File: src/rtl/vga_pkg.sv
// vga_pkg: 640x480@60 raster constants shared by the timing generator,
// the pixel generator and the paddle/ball datapath.
package vga_pkg;

    localparam int CNT_W    = 10;

    localparam int H_ACTIVE = 640;
    localparam int H_FP     = 16;
    localparam int H_SYNC   = 96;
    localparam int H_BP     = 48;
    localparam int V_ACTIVE = 480;
    localparam int V_FP     = 10;
    localparam int V_SYNC   = 2;
    localparam int V_BP     = 33;

    localparam int H_TOTAL  = H_ACTIVE + H_FP + H_SYNC + H_BP;
    localparam int V_TOTAL  = V_ACTIVE + V_FP + V_SYNC + V_BP;

    localparam int H_SYNC_START = H_ACTIVE + H_FP;
    localparam int H_SYNC_END   = H_SYNC_START + H_SYNC - 1;
    localparam int V_SYNC_START = V_ACTIVE + V_FP;
    localparam int V_SYNC_END   = V_SYNC_START + V_SYNC - 1;

    // 0 = active-low syncs, the 640x480 standard
    localparam logic SYNC_POL = 1'b0;

    typedef logic [CNT_W-1:0] cnt_t;

    // registered video bundle leaving the chip
    typedef struct packed {
        logic r;
        logic g;
        logic b;
        logic hsync;
        logic vsync;
        logic active;
    } vid_t;

    // inclusive window test on a raster counter
    function automatic logic in_range(cnt_t v, cnt_t lo, cnt_t hi);
        return (v >= lo) && (v <= hi);
    endfunction

endpackage

File: src/rtl/vga_mod_counter.sv
// vga_mod_counter: enabled modulo-N counter whose wrap flag is a register
// that is high exactly while count sits on its last value (N-1).
module vga_mod_counter
    import vga_pkg::*;
#(
    parameter int N = 800
)
(
    input  logic             clk,
    input  logic             rst_n,
    input  logic             en,
    output logic [CNT_W-1:0] count,
    output logic             wrap
);

    // width and range guard: the count must fit CNT_W bits
    if (N < 2 || N > (1 << CNT_W)) begin : g_bad_n
        $error("vga_mod_counter: N out of range");
    end

    localparam logic [CNT_W-1:0] PRE_LAST = CNT_W'(N - 2);

    // count up on en, wrap to 0 after N-1; wrap flag precomputed one step early
    always_ff @(posedge clk or negedge rst_n) begin
        if (!rst_n) begin
            count <= '0;
            wrap  <= 1'b0;
        end else if (en) begin
            if (wrap) begin
                count <= '0;
                wrap  <= 1'b0;
            end else begin
                count <= count + CNT_W'(1);
                wrap  <= (count == PRE_LAST);
            end
        end
    end

endmodule

File: src/rtl/vga_timing_gen.sv
// vga_timing_gen: raster counters, sync/active decode and the output
// register that keeps colour and sync aligned, plus frame strobes.
module vga_timing_gen
    import vga_pkg::*;
#(
    parameter int   H_ACTIVE = vga_pkg::H_ACTIVE,
    parameter int   H_FP     = vga_pkg::H_FP,
    parameter int   H_SYNC   = vga_pkg::H_SYNC,
    parameter int   H_BP     = vga_pkg::H_BP,
    parameter int   V_ACTIVE = vga_pkg::V_ACTIVE,
    parameter int   V_FP     = vga_pkg::V_FP,
    parameter int   V_SYNC   = vga_pkg::V_SYNC,
    parameter int   V_BP     = vga_pkg::V_BP,
    parameter logic SYNC_POL = vga_pkg::SYNC_POL
)
(
    input  logic             clk,
    input  logic             rst_n,
    input  logic             pix_en,
    output logic [CNT_W-1:0] column,
    output logic [CNT_W-1:0] row,
    input  logic             r_in,
    input  logic             g_in,
    input  logic             b_in,
    output logic             r,
    output logic             g,
    output logic             b,
    output logic             hsync,
    output logic             vsync,
    output logic             active,
    output logic             frame_tick,
    output logic             frame_start
);

    localparam int T_H = H_ACTIVE + H_FP + H_SYNC + H_BP;
    localparam int T_V = V_ACTIVE + V_FP + V_SYNC + V_BP;

    localparam logic [CNT_W-1:0] H_ACT   = CNT_W'(H_ACTIVE);
    localparam logic [CNT_W-1:0] V_ACT   = CNT_W'(V_ACTIVE);
    localparam logic [CNT_W-1:0] V_ACT_L = CNT_W'(V_ACTIVE - 1);
    localparam logic [CNT_W-1:0] HS_LO   = CNT_W'(H_ACTIVE + H_FP);
    localparam logic [CNT_W-1:0] HS_HI   = CNT_W'(H_ACTIVE + H_FP + H_SYNC - 1);
    localparam logic [CNT_W-1:0] VS_LO   = CNT_W'(V_ACTIVE + V_FP);
    localparam logic [CNT_W-1:0] VS_HI   = CNT_W'(V_ACTIVE + V_FP + V_SYNC - 1);

    logic h_wrap;
    logic v_wrap;
    logic v_en;
    logic act_c;
    logic hs_c;
    logic vs_c;
    vid_t vid_q;

    vga_mod_counter #(.N(T_H)) u_hcnt (
        .clk   (clk),
        .rst_n (rst_n),
        .en    (pix_en),
        .count (column),
        .wrap  (h_wrap)
    );

    // row advances on the same tick that column wraps
    assign v_en = pix_en & h_wrap;

    vga_mod_counter #(.N(T_V)) u_vcnt (
        .clk   (clk),
        .rst_n (rst_n),
        .en    (v_en),
        .count (row),
        .wrap  (v_wrap)
    );

    // decode active area and sync windows from the live counters
    always_comb begin
        act_c = (column < H_ACT) && (row < V_ACT);
        hs_c  = in_range(column, HS_LO, HS_HI);
        vs_c  = in_range(row, VS_LO, VS_HI);
    end

    // one register stage for colour, syncs and active so they leave together
    always_ff @(posedge clk or negedge rst_n) begin
        if (!rst_n) begin
            vid_q.r      <= 1'b0;
            vid_q.g      <= 1'b0;
            vid_q.b      <= 1'b0;
            vid_q.hsync  <= ~SYNC_POL;
            vid_q.vsync  <= ~SYNC_POL;
            vid_q.active <= 1'b0;
        end else if (pix_en) begin
            vid_q.r      <= r_in & act_c;
            vid_q.g      <= g_in & act_c;
            vid_q.b      <= b_in & act_c;
            vid_q.hsync  <= hs_c ? SYNC_POL : ~SYNC_POL;
            vid_q.vsync  <= vs_c ? SYNC_POL : ~SYNC_POL;
            vid_q.active <= act_c;
        end
    end

    // single-clk strobes on entry to vblank and on the wrap to (0,0)
    always_ff @(posedge clk or negedge rst_n) begin
        if (!rst_n) begin
            frame_tick  <= 1'b0;
            frame_start <= 1'b0;
        end else begin
            frame_tick  <= v_en & (row == V_ACT_L);
            frame_start <= v_en & v_wrap;
        end
    end

    assign r      = vid_q.r;
    assign g      = vid_q.g;
    assign b      = vid_q.b;
    assign hsync  = vid_q.hsync;
    assign vsync  = vid_q.vsync;
    assign active = vid_q.active;

endmodule

File: config.mk
export PLATFORM = sky130hd
export DESIGN_NAME = vga_timing_gen
export DESIGN_NICKNAME = d
export VERILOG_FILES = /design/src/rtl/vga_pkg.sv /design/src/rtl/vga_mod_counter.sv /design/src/rtl/vga_timing_gen.sv
export SDC_FILE = /design/constraint.sdc
export NUM_CORES = 1
export LEC_CHECK = 0
export BUFFER_PORTS_ARGS = -buffer_cell sky130_fd_sc_hd__buf_2
export CELL_PAD_IN_SITES_DETAIL_PLACEMENT = 0
export CELL_PAD_IN_SITES_GLOBAL_PLACEMENT = 1
export CORE_MARGIN = 5
export CORE_UTILIZATION = 41
export DETAILED_ROUTE_END_ITERATION = 10
export GPL_ROUTABILITY_DRIVEN = 0
export GPL_TIMING_DRIVEN = 0
export PLACE_DENSITY = 0.8
export SYNTH_ARGS = -nofsm -noshare
export SYNTH_HDL_FRONTEND = slang
export SYNTH_SLANG_ARGS = --single-unit
File: constraint.sdc
create_clock -name clk -period 1.6 [get_ports clk]
set_input_delay 0.32 -clock clk [delete_from_list [all_inputs] [get_ports clk]]
set_output_delay 0.32 -clock clk [all_outputs]
set_load 0.05 [all_outputs]
# ---- After elaboration in Yosys (flattened, before gate mapping)
# Cells that the tools add are included.
dict set report totals {
  word_cells 38
  inputBits 6
  register_bits 30
  out_inout_bits 28
}
dict set report classes {
  reduce_logical 3
  eq_ne 3
  n_mux 6
  magnitude_cmp 6
  n_addsub 2
  bitwise_logic 6
}
# cell count
set ops {}
lappend ops {{$add A10 B1 Y10 const B} 2}
lappend ops {{$eq A10 B10 Y1 const B} 2}
lappend ops {{$mux W10} 2}
lappend ops {{$eq A10 B9 Y1 const B} 1}
lappend ops {{$ge A10 B10 Y1 const B} 1}
lappend ops {{$ge A10 B9 Y1 const B} 1}
lappend ops {{$le A10 B10 Y1 const B} 1}
lappend ops {{$le A10 B9 Y1 const B} 1}
lappend ops {{$lt A10 B10 Y1 const B} 1}
lappend ops {{$lt A10 B9 Y1 const B} 1}
lappend ops {{$and A1 B1 Y1} 6}
lappend ops {{$mux W1} 4}
lappend ops {{$logic_and A1 B1 Y1} 3}

# ---- Logic depth before layout (Yosys ltp)
# Gate-level depths: netlist (run 1).
dict set report depth {
  ltp_word 3
  depth_mapped 5
  ltp_nobuf 4
}

# ---- Modules after synthesis
# From an unflattened synthesis (run 1), not the netlist that was laid out.
dict set report hier_totals {
  hier_cells 151
  area_unflattened_um2 1559.0
}
# mod area_per_inst_um2 cells_per_inst n_inst
set by_module_without_submodules {}
lappend by_module_without_submodules {{vga_mod_counter (u_vcnt)} 605.6 60 1}
lappend by_module_without_submodules {{vga_mod_counter (u_hcnt)} 599.3 60 1}
lappend by_module_without_submodules {vga_timing_gen 354.1 31 1}

# ---- Worst setup path after synthesis (run 1)
# Ideal clock, no wire load.
dict set report synth_timing {
  path_kind {register to register}
  start {register u_vcnt.count[1]}
  end {register u_vcnt.count[8]}
  t_required_ps 1522
  arrival_time_ps 1730
  stages_incl_launch_ff 5
  slack_ps -208
  path_buffers 0
  synth_period_minus_slack_ps 1808
  path_cell_list {dfrtp_1 > ha_1 > nand3_2 > or4_1 > a21oi_1}
}
dict set report synth_between {
  elab_chain_len 2
}
# item line
set synth_lines {}
lappend synth_lines {{from (decl)} vga_mod_counter.sv:12} ;# output logic [CNT_W-1:0] count,
lappend synth_lines {{from (signal assigned)} vga_mod_counter.sv:33} ;# count <= count + CNT_W'(1);
lappend synth_lines {{$add A10 B1 Y10} vga_mod_counter.sv:33}
lappend synth_lines {{$mux W10} vga_mod_counter.sv:29} ;# if (wrap) begin
# Every way passes these cells.
# A chain may end at the register's enable or synchronous reset.

# ---- Worst setup path after layout (run 1)
dict set report layout_timing {
  start {register u_hcnt.count[1]}
  end {register u_hcnt.count[8]}
}
dict set report layout_between {
  elab_chain_len 2
}
# item line
set layout_lines {}
lappend layout_lines {{from (decl)} vga_mod_counter.sv:12}
lappend layout_lines {{from (signal assigned)} vga_mod_counter.sv:33}
lappend layout_lines {{$add A10 B1 Y10} vga_mod_counter.sv:33}
lappend layout_lines {{$mux W10} vga_mod_counter.sv:29}
# Every way passes these cells.

==> results.py, run 1 <==
metrics = {
    "sta": {
        "rsz0062_at_grt": "no",
        "min_period_over_period_pct": 94.82,
        "max_slew_margin_pct": 54.41,
        "max_freq_mhz": 659.1,
        "setup_viol": 0,
        "hold_viol": 0,
        "maxSlewViolCount": 0,
        "whs_ps": 79.12,
        "layout_min_cycle_time_ps": 1517,
        "fin_ws_ps": 82.82,
        "worst_pin_slew_ps": 683.8,
        "final.setup_skew_ps": 6.509,
    },
    "floorplanning": {
        "coreArea_um2": 3661,
        "die_width_um": 71.59,
        "io_pins": 34,
        "start_util_pct": 42.48,
        "die_height_um": 71.59,
        "row_count": 22,
        "dieArea_um2": 5125,
    },
    "routing": {
        "drc": 0,
        "dr.pass1.iters": 4,
        "wire_per_inst_um": 15.18,
        "vias": 1380,
        "antenna_left": 0,
        "drt_iter0_markers": 63,
        "wl_um": 3688,
        "vias_per_cell": 5.679,
    },
    "pwr": {
        "power_density_nw_per_um2": 1213,
        "leakage_nw": 0.8663,
        "peakVddDrop_v": 0.0005901,
    },
    "job": {
        "maxCapViolations": 0,
    },
    "clock_tree": {
        "cts_hold_buffers": 0,
        "cts.sinks": 30,
        "cts_root_buf": "clkbuf_8",
        "cts_buffers": 5,
        "cts.path.max_buffers": 2,
        "tritoncts": "done",
        "clk_pin_slew_ps": 60,
        "cts_resized": 0,
        "clock_latency_ps": 280,
        "cts_setup_buffers": 0,
        "htreeDepth": 2,
    },
    "yosys": {
        "synth_cell_types": 43,
        "async_flop_share_pct": 100.0,
        "synth-main-ff-cell": "dfrtp_1",
        "synth-seq-area-share_pct": 48.43,
        "synth_cells": 155,
        "ys_warn_count": 0,
        "synth_edf_count": 0,
        "postSynthAreaPerCell_um2": 10.03,
        "syn_nets": 165,
        "synth.cell_area_um2": 1555,
        "synth_seq_cells": 30,
    },
    "placement": {
        "post-dp-hpwl_um": 2706,
        "pre_cts_slack_ps": 79.73,
        "dp.cells": 236,
        "io_buffers": 33,
    },
    "grt": {
        "overflow": 0,
        "grt_pass1_wl_um": 6230,
        "track_usage_pct": 15.56,
        "grt_max_degree": 31,
        "grt_pass1_vias": 1260,
        "antenna_found_initial": 0,
    },
    "final_layout": {
        "fillers": 352,
        "drive_gt1_share_pct": 30.26,
        "utilization_pct": 51.30,
        "final_cell_mix": "35 x buf_2, 20 x dfrtp_1, 15 x nand2_1",
        "syn2layout_area_growth_pct": 20.76,
        "fin_nets": 204,
        "final_cells": 243,
        "n_antenna_cell": 0,
        "final_common_cell": "buf_2",
    },
    "min_path": {
        "hold_path.class": "input pin to asynchronous set/reset pin",
    },
    "worst_setup_path": {
        "reg2reg_from": "u_hcnt.count[1]",
        "worst-path-max-fanout": 5,
        "crit_type": "flop to flop",
        "critPathLaunch": "u_hcnt.count[1]",
        "r2r_cells": 4,
        "cp.required_ps": 1800,
        "cp.arrival_ps": 1720,
        "crit_path_end_kind": "flop",
        "cp-start-kind": "flop",
    },
    "run_status": {
        "status": "finished, final reports clean",
    },
}
## logic make-up after synthesis
logic type                 after synthesis  synth area share [%]
and+or+nand+nor                         64                 24.70
AOI/OAI and AO/OA                       37                 15.77
adders and majority gates                4                 3.218
DFF                                     30                 48.43
buffers and inverters                   14                 3.862
xor gates and xnor gates                 1                0.5633
muxes                                    5                 3.459
## synth_stat cells, drive strengths merged, types with 2 or more instances
cell     number  area share, %
a21oi         7            2.3
a22o          4            2.3
a31oi         3            1.2
and3b         3            1.7
buf           3            1.1
clkbuf        4            1.0
dfrtp        28             45
dfstp         2            3.4
ha            4            3.2
inv           7            1.7
mux2          3            2.2
mux2i         2            1.3
nand2        15            3.6
nand3        11            4.7
nand4         7            2.8
nor2          5            1.2
nor3b         2           0.97
nor4          3            1.2
o21ai        10            3.2
o2bb2ai       2            1.1
o311ai        2            1.1
o31ai         4            1.9
or3           4            1.6
or4           5            2.4
## metrics by stage
stage                     instance area, um^2  setup TNS [ps]  power (W)
after floorplan                          1565          -29.16   0.001495
after global placement                   1790               0   0.001666
after detailed placement                 1790               0   0.001688
after CTS                                1882               0   0.002314
after global routing                     1878               0   0.002415
final                                    1878               0   0.002278
## registers in the layout (all words and copies together), names as in the netlist
register	cells
hsync	1
frame_start	1
frame_tick	1
vsync	1
u_hcnt.count	10
u_vcnt.count	10
b	1
u_vcnt.wrap	1
u_hcnt.wrap	1
r	1
g	1
active	1
## final timing paths
path | end | slack (ps)
max | u_hcnt.count[8] | 80
min in group clk | b | 260
max in group asynchronous | u_vcnt.count[1] | 1030
max reg2reg | u_hcnt.count[8] | 80
min | u_hcnt.count[6] | 80
min reg2reg | active | 500
## report_power, final
group	internal [W]	total [W]	leakage, nW	switching, W
registers	0.000846	0.00101	0.368	0.000168
logic	0.000183	0.000646	0.450	0.000463
clock network	0.000346	0.000618	0.0482	0.000272
total	0.00138	0.00228	0.866	0.000902
## layer usage
metal  GRT usage [%]  share of wire [%]  up-vias
li1                -                  -      665
met1           20.09                 44      675
met2           24.69                 49       33
met3           4.628                5.5        7
met4           5.637                1.6        0
met5               0                  0        -
## critical path, stage by stage (launching register included)
cell	delay [ps]
dfrtp_2	420
ha_1	220
nand4_1	240
or3_1	420
a21oi_1	140
## cell type report
cell class	instances	area (um^2)	area share, %
Timing Repair Buffer	33	165.2	8.794
Multi-Input combinational cell	111	742.0	39.51
Clock inverter	1	5.005	0.2665
Sequential cell	30	763.2	40.64
Buffer	6	30.03	1.599
Tap cell	48	60.06	3.198
Inverter	7	26.28	1.399
Clock buffer	7	86.33	4.597
(Power assumes the default switching activity.)
==> run 2, diff against run 1 <==
- HOLD_SLACK_MARGIN: unset -> 0.12
==> results.py, run 2 (synthesized netlist as in run 1, its figures left out) <==
metrics = {
    "run_status": {
        "status": "finished, final reports clean",
    },
    "worst_setup_path": {
        "cp.required_ps": 1810,
        "worst-path-max-fanout": 7,
        "worst_path_max_delay_cell": "or4_1",
        "crit_chain": "ha_1, nand3_2, or4_1, a21oi_1",
        "crit_path_end_kind": "flop",
        "crit_type": "flop to flop",
        "cp-start-kind": "flop",
        "slowest_delay_ps": 530,
        "cp.arrival_ps": 1720,
    },
    "sta": {
        "max_freq_mhz": 659.6,
        "min_period_over_period_pct": 94.75,
        "hold_viol": 0,
        "setup_tns_ps": 0,
        "final.setup_skew_ps": 6.805,
        "whs_ps": 258.3,
        "rsz0062_at_grt": "no",
        "maxSlewViolCount": 0,
        "worst_pin_slew_ps": 683.0,
        "max_slew_margin_pct": 54.46,
        "layout_min_cycle_time_ps": 1516,
        "setup_viol": 0,
    },
    "placement": {
        "post-dp-hpwl_um": 2706,
        "io_buffers": 33,
    },
    "routing": {
        "dr.pass1.iters": 4,
        "drc": 0,
        "wire_per_inst_um": 15.14,
        "vias": 1386,
        "wl_um": 3694,
        "drt_iter0_markers": 84,
        "vias_per_cell": 5.680,
        "antenna_left": 0,
    },
    "clock_tree": {
        "cts.sinks": 30,
        "cts_buffers": 5,
        "clk_pin_slew_ps": 60,
        "htreeDepth": 2,
        "cts_root_buf": "clkbuf_8",
        "tritoncts": "done",
        "cts_setup_buffers": 0,
        "cts.path.max_buffers": 2,
        "clock_latency_ps": 280,
    },
    "grt": {
        "grt_pass1_wl_um": 6244,
        "track_usage_pct": 15.59,
        "grt_pass1_vias": 1271,
        "antenna_found_initial": 0,
        "overflow": 0,
        "grt_max_degree": 31,
    },
    "floorplanning": {
        "start_util_pct": 42.48,
        "dieArea_um2": 5125,
        "io_pins": 34,
        "row_count": 22,
        "die_height_um": 71.59,
        "coreArea_um2": 3661,
        "die_width_um": 71.59,
    },
    "min_path": {
        "hold_path.class": "input pin to flop",
    },
    "final_layout": {
        "final_common_cell": "buf_2",
        "n_antenna_cell": 0,
        "final_cell_mix": "35 x buf_2, 20 x dfrtp_1, 15 x nand2_1",
        "syn2layout_area_growth_pct": 21.40,
        "fin_nets": 205,
        "biggestRegsByFlops": "u_hcnt.count: 10 flops, u_vcnt.count: 10 flops",
        "drive_gt1_share_pct": 30.10,
    },
    "job": {
        "maxCapViolations": 0,
    },
    "pwr": {
        "peakVddDrop_v": 0.0005902,
        "power_density_nw_per_um2": 1207,
        "leakage_nw": 0.8705,
    },
}
run 2: changes by cell type in the layout (fill, tap and decap cells not counted), sizes merged:
cell / delta
dlygate4sd3: +1
run 2: worst paths after layout:
check,startpoint,to,slack [ps],cells after the start
hold reg to reg,active,active,500,1
hold / removal,b_in,b,260,2
setup / recovery,u_vcnt.count[1],u_vcnt.count[8],80,4
max in group asynchronous,rst_n,u_vcnt.count[1],500,2
min in group asynchronous,rst_n,u_hcnt.count[4],610,2
setup reg to reg,u_vcnt.count[1],u_vcnt.count[8],80,4
run 2: layer usage:
| metal | GRT usage (%) | wire (um) |
|---|---|---|
| met1 | 20.26 | 1628 |
| met3 | 4.628 | 204 |
| met5 | 0 | 0 |
| met2 | 24.59 | 1800 |
| met4 | 5.637 | 60 |
run 2: cell type report:
cell class                      count  area (um^2)
Buffer                              6        30.03
Clock buffer                        7        86.33
Clock inverter                      1        5.005
Fill cell                         351         1773
Inverter                            7        26.28
Multi-Input combinational cell    111        742.0
Sequential cell                    30        763.2
Tap cell                           48        60.06
Timing Repair Buffer               34        175.2
run 2: where the power goes:
| group | total (W) | internal, W | switching, W |
|---|---|---|---|
| Clock | 0.000618 | 0.000346 | 0.000272 |
| Combinational | 0.000648 | 0.000185 | 0.000463 |
| Sequential | 0.00101 | 0.000846 | 0.000168 |
run 2: through the flow:
step | utilization (%) | total power [W] | setup slack, ps | instances | instance area [um^2]
after floorplan | - | 0.001495 | -29.16 | 155 | 1565
after global placement | 48.91 | 0.001666 | 124.0 | 236 | 1790
after detailed placement | 48.91 | 0.001688 | 79.73 | 236 | 1790
after CTS | 51.67 | 0.002316 | 84.71 | 245 | 1892
after global routing | 51.57 | 0.002417 | 7.638 | 244 | 1888
final | 51.57 | 0.002280 | 83.96 | 244 | 1888
run 2: timing repair:
item | in CTS | in global routing
hold buffers | 1 | 0
gates resized for setup | 0 | 0
setup endpoints to repair | 0 | 1
hold endpoints to repair | 28 | 0
run 2: worst max-delay path, delay by kind of cell, from the launching register on:
| family | cells | cell delay, ps |
|---|---|---|
| adder cells (fa/ha/maj) | 1 | 220 |
| AND/OR/NAND/NOR | 2 | 670 |
| AO/OA/AOI/OAI | 1 | 140 |
| flip-flops | 1 | 410 |
==> run 3, diff against run 2 <==
- PLACE_DENSITY: 0.8 -> unset
- PLACE_DENSITY_LB_ADDON: unset -> 0.1
==> results.py, run 3 (synthesized netlist as in run 1, its figures left out) <==
metrics = {
    "run_status": {
        "status": "finished, final reports clean",
    },
    "worst_setup_path": {
        "r2r-end": "u_vcnt.count[8]",
        "r2r_setup_slack_ps": 80,
        "worst-path-max-fanout": 6,
        "cp-start-kind": "flop",
        "crit_type": "flop to flop",
        "r2r_cells": 4,
        "crit_path_end_kind": "flop",
        "cp.arrival_ps": 1710,
        "reg2reg_from": "u_vcnt.count[0]",
        "cp.required_ps": 1800,
    },
    "sta": {
        "worst_pin_slew_ps": 690.8,
        "maxSlewViolCount": 0,
        "layout_min_cycle_time_ps": 1517,
        "min_period_over_period_pct": 94.84,
        "final.setup_skew_ps": 6.240,
        "max_slew_margin_pct": 53.95,
        "setup_viol": 0,
        "hold_viol": 0,
        "setup_tns_ps": 0,
        "rsz0062_at_grt": "no",
        "max_freq_mhz": 659.0,
    },
    "job": {
        "maxCapViolations": 0,
    },
    "final_layout": {
        "fin_area_um2": 1901,
        "syn2layout_area_growth_pct": 22.20,
        "final_common_cell": "buf_2",
        "final_cells": 247,
        "biggestRegsByFlops": "u_hcnt.count: 10 flops, u_vcnt.count: 10 flops",
        "drive_gt1_share_pct": 30.65,
        "n_antenna_cell": 0,
        "fin_nets": 208,
        "final_cell_mix": "35 x buf_2, 20 x dfrtp_1, 15 x nand2_1",
    },
    "clock_tree": {
        "cts_buffers": 5,
        "cts.sinks": 30,
        "htreeDepth": 2,
        "clk_pin_slew_ps": 60,
        "clock_latency_ps": 270,
        "cts_root_buf": "clkbuf_8",
        "cts.path.max_buffers": 2,
        "tritoncts": "done",
    },
    "routing": {
        "drc": 0,
        "vias_per_cell": 5.623,
        "wire_per_inst_um": 15.28,
        "vias": 1389,
        "drt_iter0_markers": 137,
        "wl_um": 3775,
        "dr.pass1.iters": 4,
        "antenna_left": 0,
    },
    "min_path": {
        "hold_path_end": "b",
        "hold_path.class": "input pin to flop",
        "hold-path-cell-count": 2,
        "min_from": "b_in",
    },
    "placement": {
        "post-dp-hpwl_um": 2698,
        "placed_cell_area_um2": 1790,
        "dp.cells": 236,
        "io_buffers": 33,
    },
    "floorplanning": {
        "start_util_pct": 42.48,
        "dieArea_um2": 5125,
        "io_pins": 34,
        "die_height_um": 71.59,
        "row_count": 22,
        "die_width_um": 71.59,
        "coreArea_um2": 3661,
    },
    "grt": {
        "grt_max_degree": 31,
        "grt_pass1_vias": 1377,
        "overflow": 0,
        "antenna_found_initial": 0,
        "grt_pass1_wl_um": 6423,
        "track_usage_pct": 15.74,
    },
    "pwr": {
        "power_density_nw_per_um2": 1179,
        "peakVddDrop_v": 0.0004385,
        "leakage_nw": 0.8689,
    },
}
==> run 3: area by class of cell <==
| type | count | area [um^2] |
|---|---|---|
| multi-input cells | 111 | 747.0 |
| plain buffers | 7 | 33.78 |
| fillers | 354 | 1760 |
| well taps | 48 | 60.06 |
| inverters | 7 | 26.28 |
| repair buffers | 36 | 190.2 |
| clock buffers | 8 | 80.08 |
| flip-flops and latches | 30 | 763.2 |
==> run 3: critical path, cell delays in order, from the launching register on <==
cell and delay (ps):
dfrtp_2 410, ha_2 210, nand3_2 130, or4_1 540
a21oi_1 150
==> run 3: power breakdown <==
part	switching, W	leakage, nW	internal [W]
combinational	0.000492	0.461	0.000194
sequential	0.000139	0.368	0.000846
clock	0.000261	0.0395	0.000308
==> run 3: per-layer routing <==
metal / vias up / routed length (um) / global-route usage, % / part of all wire, %
li1: 671 / - / - / -
met1: 670 / 1680 / 20.26 / 45
met2: 42 / 1850 / 25.31 / 49
met3: 6 / 184 / 4.348 / 4.9
met4: 0 / 59 / 5.637 / 1.6
met5: - / 0 / 0 / 0
==> run 3: metrics by stage <==
stage / power [W] / hold slack [ps] / utilization, % / worst slack (ps)
after floorplan: 0.001495 / 24.41 / - / -29.16
after global placement: 0.001668 / 392.4 / 48.91 / 73.43
after detailed placement: 0.001679 / 404.6 / 48.91 / 62.60
after CTS: 0.002255 / 258.1 / 51.37 / 44.62
after global routing: 0.002373 / 263.3 / 51.91 / 11.91
final: 0.002240 / 264.2 / 51.91 / 82.56
==> run 3: repair_timing <==
| item | in CTS | in global routing |
|---|---|---|
| gates resized for setup | 0 | 2 |
| endpoints found under the setup margin | 0 | 5 |
| endpoints found under the hold margin | 28 | 0 |
| hold buffers | 1 | 0 |
| buffers inserted | 0 | 2 |
==> run 3: how the worst max path moves through the flow <==
stage	startpoint	end	slack (ps)	depth (start not counted)
final	u_vcnt.count[0]	u_vcnt.count[8]	80	4
after global routing	u_hcnt.wrap	u_vcnt.count[2]	10	5
after CTS	u_vcnt.count[1]	u_vcnt.count[8]	40	4
after detailed placement	u_vcnt.count[1]	u_vcnt.count[8]	60	4
after global placement	u_vcnt.count[1]	u_vcnt.count[8]	70	4
after floorplan	u_vcnt.count[1]	u_vcnt.count[8]	-30	4
